===== config.mk =====
export PLATFORM = sky130hd
export DESIGN_NAME = rv64g_operand_issue
export DESIGN_NICKNAME = d
export VERILOG_FILES = /design/src/rtl/rv64g_operand_issue.sv
export SDC_FILE = /design/constraint.sdc
export NUM_CORES = 1
export LEC_CHECK = 0
export ABC_AREA = 0
export BUFFER_PORTS_ARGS = -buffer_cell sky130_fd_sc_hd__buf_2
export CORE_AREA = 2 2 252 254
export DETAILED_ROUTE_END_ITERATION = 10
export DIE_AREA = 0 0 254 256
export GPL_ROUTABILITY_DRIVEN = 0
export GPL_TIMING_DRIVEN = 1
export PLACE_DENSITY_LB_ADDON = 0.12
export REMOVE_ABC_BUFFERS = 1
export SYNTH_ARGS = -nofsm -noshare
export SYNTH_HDL_FRONTEND = slang
export SYNTH_SLANG_ARGS = --single-unit

===== constraint.sdc =====
create_clock -name clk_i -period 14.5 [get_ports clk_i]
set_clock_uncertainty 0.15 [all_clocks]
set_input_delay 2.175 -clock clk_i [delete_from_list [all_inputs] [get_ports clk_i]]
set_output_delay 2.175 -clock clk_i [all_outputs]
set_load 0.01 [all_outputs]

===== src/rtl/rv64g_operand_issue.sv =====
// Operand issue stage: holds a decoded uop until its registers are unlocked,
// reads operands (with writeback bypass), locks rd and registers the result.
module rv64g_operand_issue #(
  parameter int NR   = 64,
  parameter int DW   = 64,
  parameter int AW   = $clog2(NR),
  parameter int UOPW = 32
) (
  input  logic             clk_i,
  input  logic             rst_i,
  input  logic             in_valid_i,
  output logic             in_ready_o,
  input  logic [UOPW-1:0]  in_uop_i,
  input  logic [AW-1:0]    in_rs1_addr_i,
  input  logic [AW-1:0]    in_rs2_addr_i,
  input  logic [AW-1:0]    in_rs3_addr_i,
  input  logic [2:0]       in_rs_used_i,
  input  logic [AW-1:0]    in_rd_addr_i,
  input  logic             in_rd_we_i,
  input  logic [NR-1:0]    locks_i,
  output logic [AW-1:0]    rs1_addr_o,
  output logic [AW-1:0]    rs2_addr_o,
  output logic [AW-1:0]    rs3_addr_o,
  input  logic [DW-1:0]    rs1_data_i,
  input  logic [DW-1:0]    rs2_data_i,
  input  logic [DW-1:0]    rs3_data_i,
  output logic             lock_en_o,
  output logic [AW-1:0]    lock_addr_o,
  input  logic             wb_en_i,
  input  logic [AW-1:0]    wb_addr_i,
  input  logic [DW-1:0]    wb_data_i,
  output logic             out_valid_o,
  input  logic             out_ready_i,
  output logic [UOPW-1:0]  out_uop_o,
  output logic [DW-1:0]    out_rs1_data_o,
  output logic [DW-1:0]    out_rs2_data_o,
  output logic [DW-1:0]    out_rs3_data_o,
  output logic [AW-1:0]    out_rd_addr_o,
  output logic             out_rd_we_o
);

  logic                      a_valid_q, a_valid_d;
  logic [UOPW-1:0]           a_uop_q, a_uop_d;
  logic [2:0][AW-1:0]        a_rs_q, a_rs_d;
  logic [2:0]                a_used_q, a_used_d;
  logic [AW-1:0]             a_rd_q, a_rd_d;
  logic                      a_rd_we_q, a_rd_we_d;

  logic                      b_valid_q, b_valid_d;
  logic [UOPW-1:0]           b_uop_q, b_uop_d;
  logic [2:0][DW-1:0]        b_op_q, b_op_d;
  logic [AW-1:0]             b_rd_q, b_rd_d;
  logic                      b_rd_we_q, b_rd_we_d;

  logic [2:0][DW-1:0]        rs_data;
  logic [2:0]                src_blk;
  logic                      dst_blk;
  logic                      a_fire;
  logic                      in_fire;

  function automatic logic [DW-1:0] pick_operand(
    input logic          used,
    input logic [AW-1:0] addr,
    input logic [DW-1:0] rf_data,
    input logic          wb_en,
    input logic [AW-1:0] wb_addr,
    input logic [DW-1:0] wb_data
  );
    if (!used || addr == '0)
      return '0;
    else if (wb_en && wb_addr == addr)
      return wb_data;
    else
      return rf_data;
  endfunction

  assign rs_data = {rs3_data_i, rs2_data_i, rs1_data_i};

  // Hazard evaluation on the held uop; a writeback to a locked register clears it
  always_comb begin
    for (int n = 0; n < 3; n++) begin
      src_blk[n] = a_used_q[n] && (a_rs_q[n] != '0) && locks_i[a_rs_q[n]] &&
                   !(wb_en_i && wb_addr_i == a_rs_q[n]);
    end
    dst_blk = a_rd_we_q && (a_rd_q != '0) && locks_i[a_rd_q] &&
              !(wb_en_i && wb_addr_i == a_rd_q);
  end

  assign a_fire      = a_valid_q && !(|src_blk) && !dst_blk && (!b_valid_q || out_ready_i);
  assign in_ready_o  = !a_valid_q || a_fire;
  assign in_fire     = in_valid_i && in_ready_o;
  assign lock_en_o   = a_fire && a_rd_we_q && (a_rd_q != '0) && !rst_i;
  assign lock_addr_o = a_rd_q;

  assign rs1_addr_o = a_valid_q ? a_rs_q[0] : '0;
  assign rs2_addr_o = a_valid_q ? a_rs_q[1] : '0;
  assign rs3_addr_o = a_valid_q ? a_rs_q[2] : '0;

  always_comb begin
    a_valid_d = a_valid_q;
    a_uop_d   = a_uop_q;
    a_rs_d    = a_rs_q;
    a_used_d  = a_used_q;
    a_rd_d    = a_rd_q;
    a_rd_we_d = a_rd_we_q;
    if (in_fire) begin
      a_valid_d = 1'b1;
      a_uop_d   = in_uop_i;
      a_rs_d    = {in_rs3_addr_i, in_rs2_addr_i, in_rs1_addr_i};
      a_used_d  = in_rs_used_i;
      a_rd_d    = in_rd_addr_i;
      a_rd_we_d = in_rd_we_i;
    end else if (a_fire) begin
      a_valid_d = 1'b0;
    end
  end

  // Output register: loads on issue, drains on handshake, holds under backpressure
  always_comb begin
    b_valid_d = b_valid_q;
    b_uop_d   = b_uop_q;
    b_op_d    = b_op_q;
    b_rd_d    = b_rd_q;
    b_rd_we_d = b_rd_we_q;
    if (a_fire) begin
      b_valid_d = 1'b1;
      b_uop_d   = a_uop_q;
      b_rd_d    = a_rd_q;
      b_rd_we_d = a_rd_we_q;
      for (int n = 0; n < 3; n++) begin
        b_op_d[n] = pick_operand(a_used_q[n], a_rs_q[n], rs_data[n],
                                 wb_en_i, wb_addr_i, wb_data_i);
      end
    end else if (b_valid_q && out_ready_i) begin
      b_valid_d = 1'b0;
    end
  end

  always_ff @(posedge clk_i) begin
    if (rst_i) begin
      a_valid_q <= 1'b0;
      b_valid_q <= 1'b0;
      b_uop_q   <= '0;
      b_op_q    <= '0;
      b_rd_q    <= '0;
      b_rd_we_q <= 1'b0;
    end else begin
      a_valid_q <= a_valid_d;
      b_valid_q <= b_valid_d;
      b_uop_q   <= b_uop_d;
      b_op_q    <= b_op_d;
      b_rd_q    <= b_rd_d;
      b_rd_we_q <= b_rd_we_d;
    end
  end

  // Hold-register payload is qualified by a_valid_q and needs no reset
  always_ff @(posedge clk_i) begin
    a_uop_q   <= a_uop_d;
    a_rs_q    <= a_rs_d;
    a_used_q  <= a_used_d;
    a_rd_q    <= a_rd_d;
    a_rd_we_q <= a_rd_we_d;
  end

  assign out_valid_o    = b_valid_q;
  assign out_uop_o      = b_uop_q;
  assign out_rs1_data_o = b_op_q[0];
  assign out_rs2_data_o = b_op_q[1];
  assign out_rs3_data_o = b_op_q[2];
  assign out_rd_addr_o  = b_rd_q;
  assign out_rd_we_o    = b_rd_we_q;

endmodule


==> results.json <==
{
  "avgSynthCellArea_um2": 9.73,
  "critPathCaptureType": "primary output",
  "clkTransAtPathRegs_ns": 0.05,
  "dr.pass1.iters": 5,
  "final_nets": 2647,
  "fin_cells": 3149,
  "clock_latency_ns": 0.55,
  "grt_pass1_wl_mm": 100,
  "ys.flop_type": "dfxtp_1",
  "yosysTopAreaCellShare_pct": 28.5,
  "coreArea_um2": 62400,
  "yosysSeqAreaShare_pct": 39.5,
  "rsz0062_at_grt": "false",
  "via_per_inst": 4.68,
  "cellPowerDensity_nw_per_um2": 105,
  "cts_sinks": 293,
  "drive_gt1_share_pct": 39.0,
  "synth.distinct_cells": 53,
  "wl_per_cell_um": 22.0,
  "num_rows": 92,
  "yosysTopAreaCell": "dfxtp_1",
  "power_leakage_nw": 9.87,
  "drt_iter0_drc": 803,
  "cp_max_fo": 65,
  "hold_violations": 0,
  "crit_path_start_kind": "input pin",
  "r2r_start": "a_rs_q[2]",
  "ys_ff_latch": 293,
  "yosysWarnings": 0,
  "synth.most_common_cell": "nand2_1",
  "drc_errors": 0,
  "final_max_slew_viol_count": 0,
  "place_area_um2": 20300,
  "areaGrowthSynthToFinish_pct": 31.3,
  "ant_nets": 0,
  "startpoint": "wb_addr_i[4]",
  "ir_drop_mv": 0.0753,
  "grt_max_degree": 77,
  "dp.final_hpwl_mm": 49.1,
  "max_slew_margin_pct": 28.8,
  "cts_tree": "done",
  "syn_area_um2": 16400,
  "fmax_ghz": 0.152,
  "max-cap-violations": 0,
  "arrival_ns": 4.27,
  "finalSetupViolCount": 0,
  "gr-total-overflow": 0,
  "dp_cells": 3061,
  "status": "finished, final reports clean",
  "final_cell_area_um2": 21500,
  "ctsResizeCount": 0,
  "holdBufCountCts": 0,
  "fp.dieH_um": 256,
  "worstPathRequired_ns": 12.18,
  "hold_start": "out_uop_o[25]",
  "postCtsSetupBuffers": 0,
  "grt_pass1_vias": 15100,
  "track_usage_pct": 20.6,
  "synth_edf_count": 60,
  "synth_common_cells": "nand2_1, dfxtp_1, nor2b_1, a21oi_1, mux2i_1",
  "syn_inst": 1684,
  "netlist_top_cells_area": "dfxtp_1, edfxtp_1, mux4_2",
  "cts_buffers": 39,
  "power_mw": 2.25,
  "vias": 14700,
  "setup_tns_ns": 0,
  "critPathKind": "input pin to primary output",
  "die_x_um": 254,
  "ios": 649,
  "fin_ws_ns": 7.90,
  "worst-slew-pin-transition_ns": 1.07,
  "htree_levels": 2,
  "place_ws_ns": 7.75,
  "start_util_pct": 26.3,
  "fin_crit_ns": 6.60,
  "routed_wl_mm": 69.4,
  "async_flop_share_pct": 0,
  "clk_path_buf_depth": 3,
  "finalCritPeriodShare_pct": 45.5,
  "num-fill-cells": 6626,
  "fp.dieArea_um2": 65000,
  "antenna_found_initial": 29,
  "root_buffer": "clkbuf_16",
  "holdCritPathClass": "flip-flop to flip-flop",
  "io_buffers": 648
}
-- cell families after synthesis --
kind of cell | count (synthesis) | share of synthesized area, %
simple gates | 682 | 19.6
mux | 378 | 29.8
flops | 293 | 39.5
compound gates | 162 | 5.57
buf+inv | 145 | 4.31
xor+xnor | 24 | 1.28
-- path summary, 6_finish.rpt --
check	slack (ns)	end	cells past startpoint
setup reg to reg	9.69	out_rs1_data_o[33]	9
hold / removal	0.31	out_uop_o[25]	2
setup / recovery	7.90	lock_en_o	10
hold reg to reg	0.31	out_uop_o[25]	2
-- layer usage --
metal | GRT usage [%] | vias up | part of all wire [%]
met5 | 0 | - | 0.17
li1 | - | 6970 | -
met4 | 7.48 | 20 | 3.1
met3 | 7.46 | 115 | 9.6
met2 | 35.7 | 563 | 49
met1 | 23.0 | 7067 | 38
-- worst max-delay path: stages --
cell and delay (ns):
buf_2 0.14, xnor2_1 0.14, nand4_1 0.17, nor4_2 0.16, buf_4 0.70, a311oi_1 0.13
o31ai_2 0.15, nand4_4 0.19, nor3_1 0.16, buf_2 0.15
-- layout by cell type, fill, tap and decap left out, types with 3 or more instances in the layout --
| master | synthesis | routed |
|---|---|---|
| nand4_1 | 4 | 4 |
| dfxtp_1 | 233 | 233 |
| clkbuf_16 | 0 | 40 |
| nand2b_1 | 7 | 5 |
| a211oi_1 | 3 | 3 |
| a22oi_1 | 4 | 4 |
| edfxtp_1 | 60 | 60 |
| and2_1 | 18 | 18 |
| o2111ai_1 | 3 | 3 |
| nor2b_1 | 200 | 200 |
| mux2_2 | 70 | 70 |
| a31oi_1 | 3 | 3 |
| clkinv_1 | 0 | 7 |
| xor2_1 | 12 | 12 |
| clkbuf_1 | 89 | 10 |
| mux2_4 | 20 | 20 |
| mux4_2 | 62 | 62 |
| buf_2 | 22 | 647 |
| buf_4 | 8 | 25 |
| mux2i_1 | 121 | 121 |
| mux2_1 | 105 | 105 |
| a21oi_1 | 130 | 130 |
| nor2_1 | 76 | 76 |
| diode_2 | 0 | 19 |
| xnor2_1 | 12 | 12 |
| nand2_1 | 347 | 347 |
| nand3_1 | 11 | 10 |
| clkbuf_8 | 0 | 5 |
-- layout make-up --
type | count | area (um^2) | area share, %
clock inverters | 14 | 108 | 0.500
diodes | 19 | 47.5 | 0.221
clock buffers | 55 | 1110 | 5.15
inverters | 3 | 11.3 | 0.0523
well taps | 846 | 1060 | 4.92
multi-input cells | 1246 | 9290 | 43.1
repair buffers | 673 | 3440 | 16.0
flip-flops and latches | 293 | 6470 | 30.0
-- sequential cells by signal, summed over array words and instances, names as in the netlist, 6 cells and up --
| name | cells |
|---|---|
| out_rs2_data_o | 64 |
| out_rd_addr_o | 6 |
| a_uop_q | 32 |
| out_rs3_data_o | 64 |
| out_uop_o | 32 |
| a_rs_q | 18 |
| lock_addr_o | 6 |
| out_rs1_data_o | 64 |
-- where the power goes --
part | internal (mW) | total [mW] | switching [mW]
logic | 0.184 | 0.408 | 0.224
registers | 0.879 | 0.913 | 0.0331
clock network | 0.549 | 0.933 | 0.384
-- through the flow --
| stage | hold slack (ns) | util, % |
|---|---|---|
| floorplan | 0.329 | - |
| global placement | 0.290 | 32.5 |
| detailed placement | 0.293 | 32.5 |
| CTS | 0.308 | 34.4 |
| global route | 0.322 | 34.5 |
| finish | 0.307 | 34.5 |
Power figures use the tool's default switching activity.
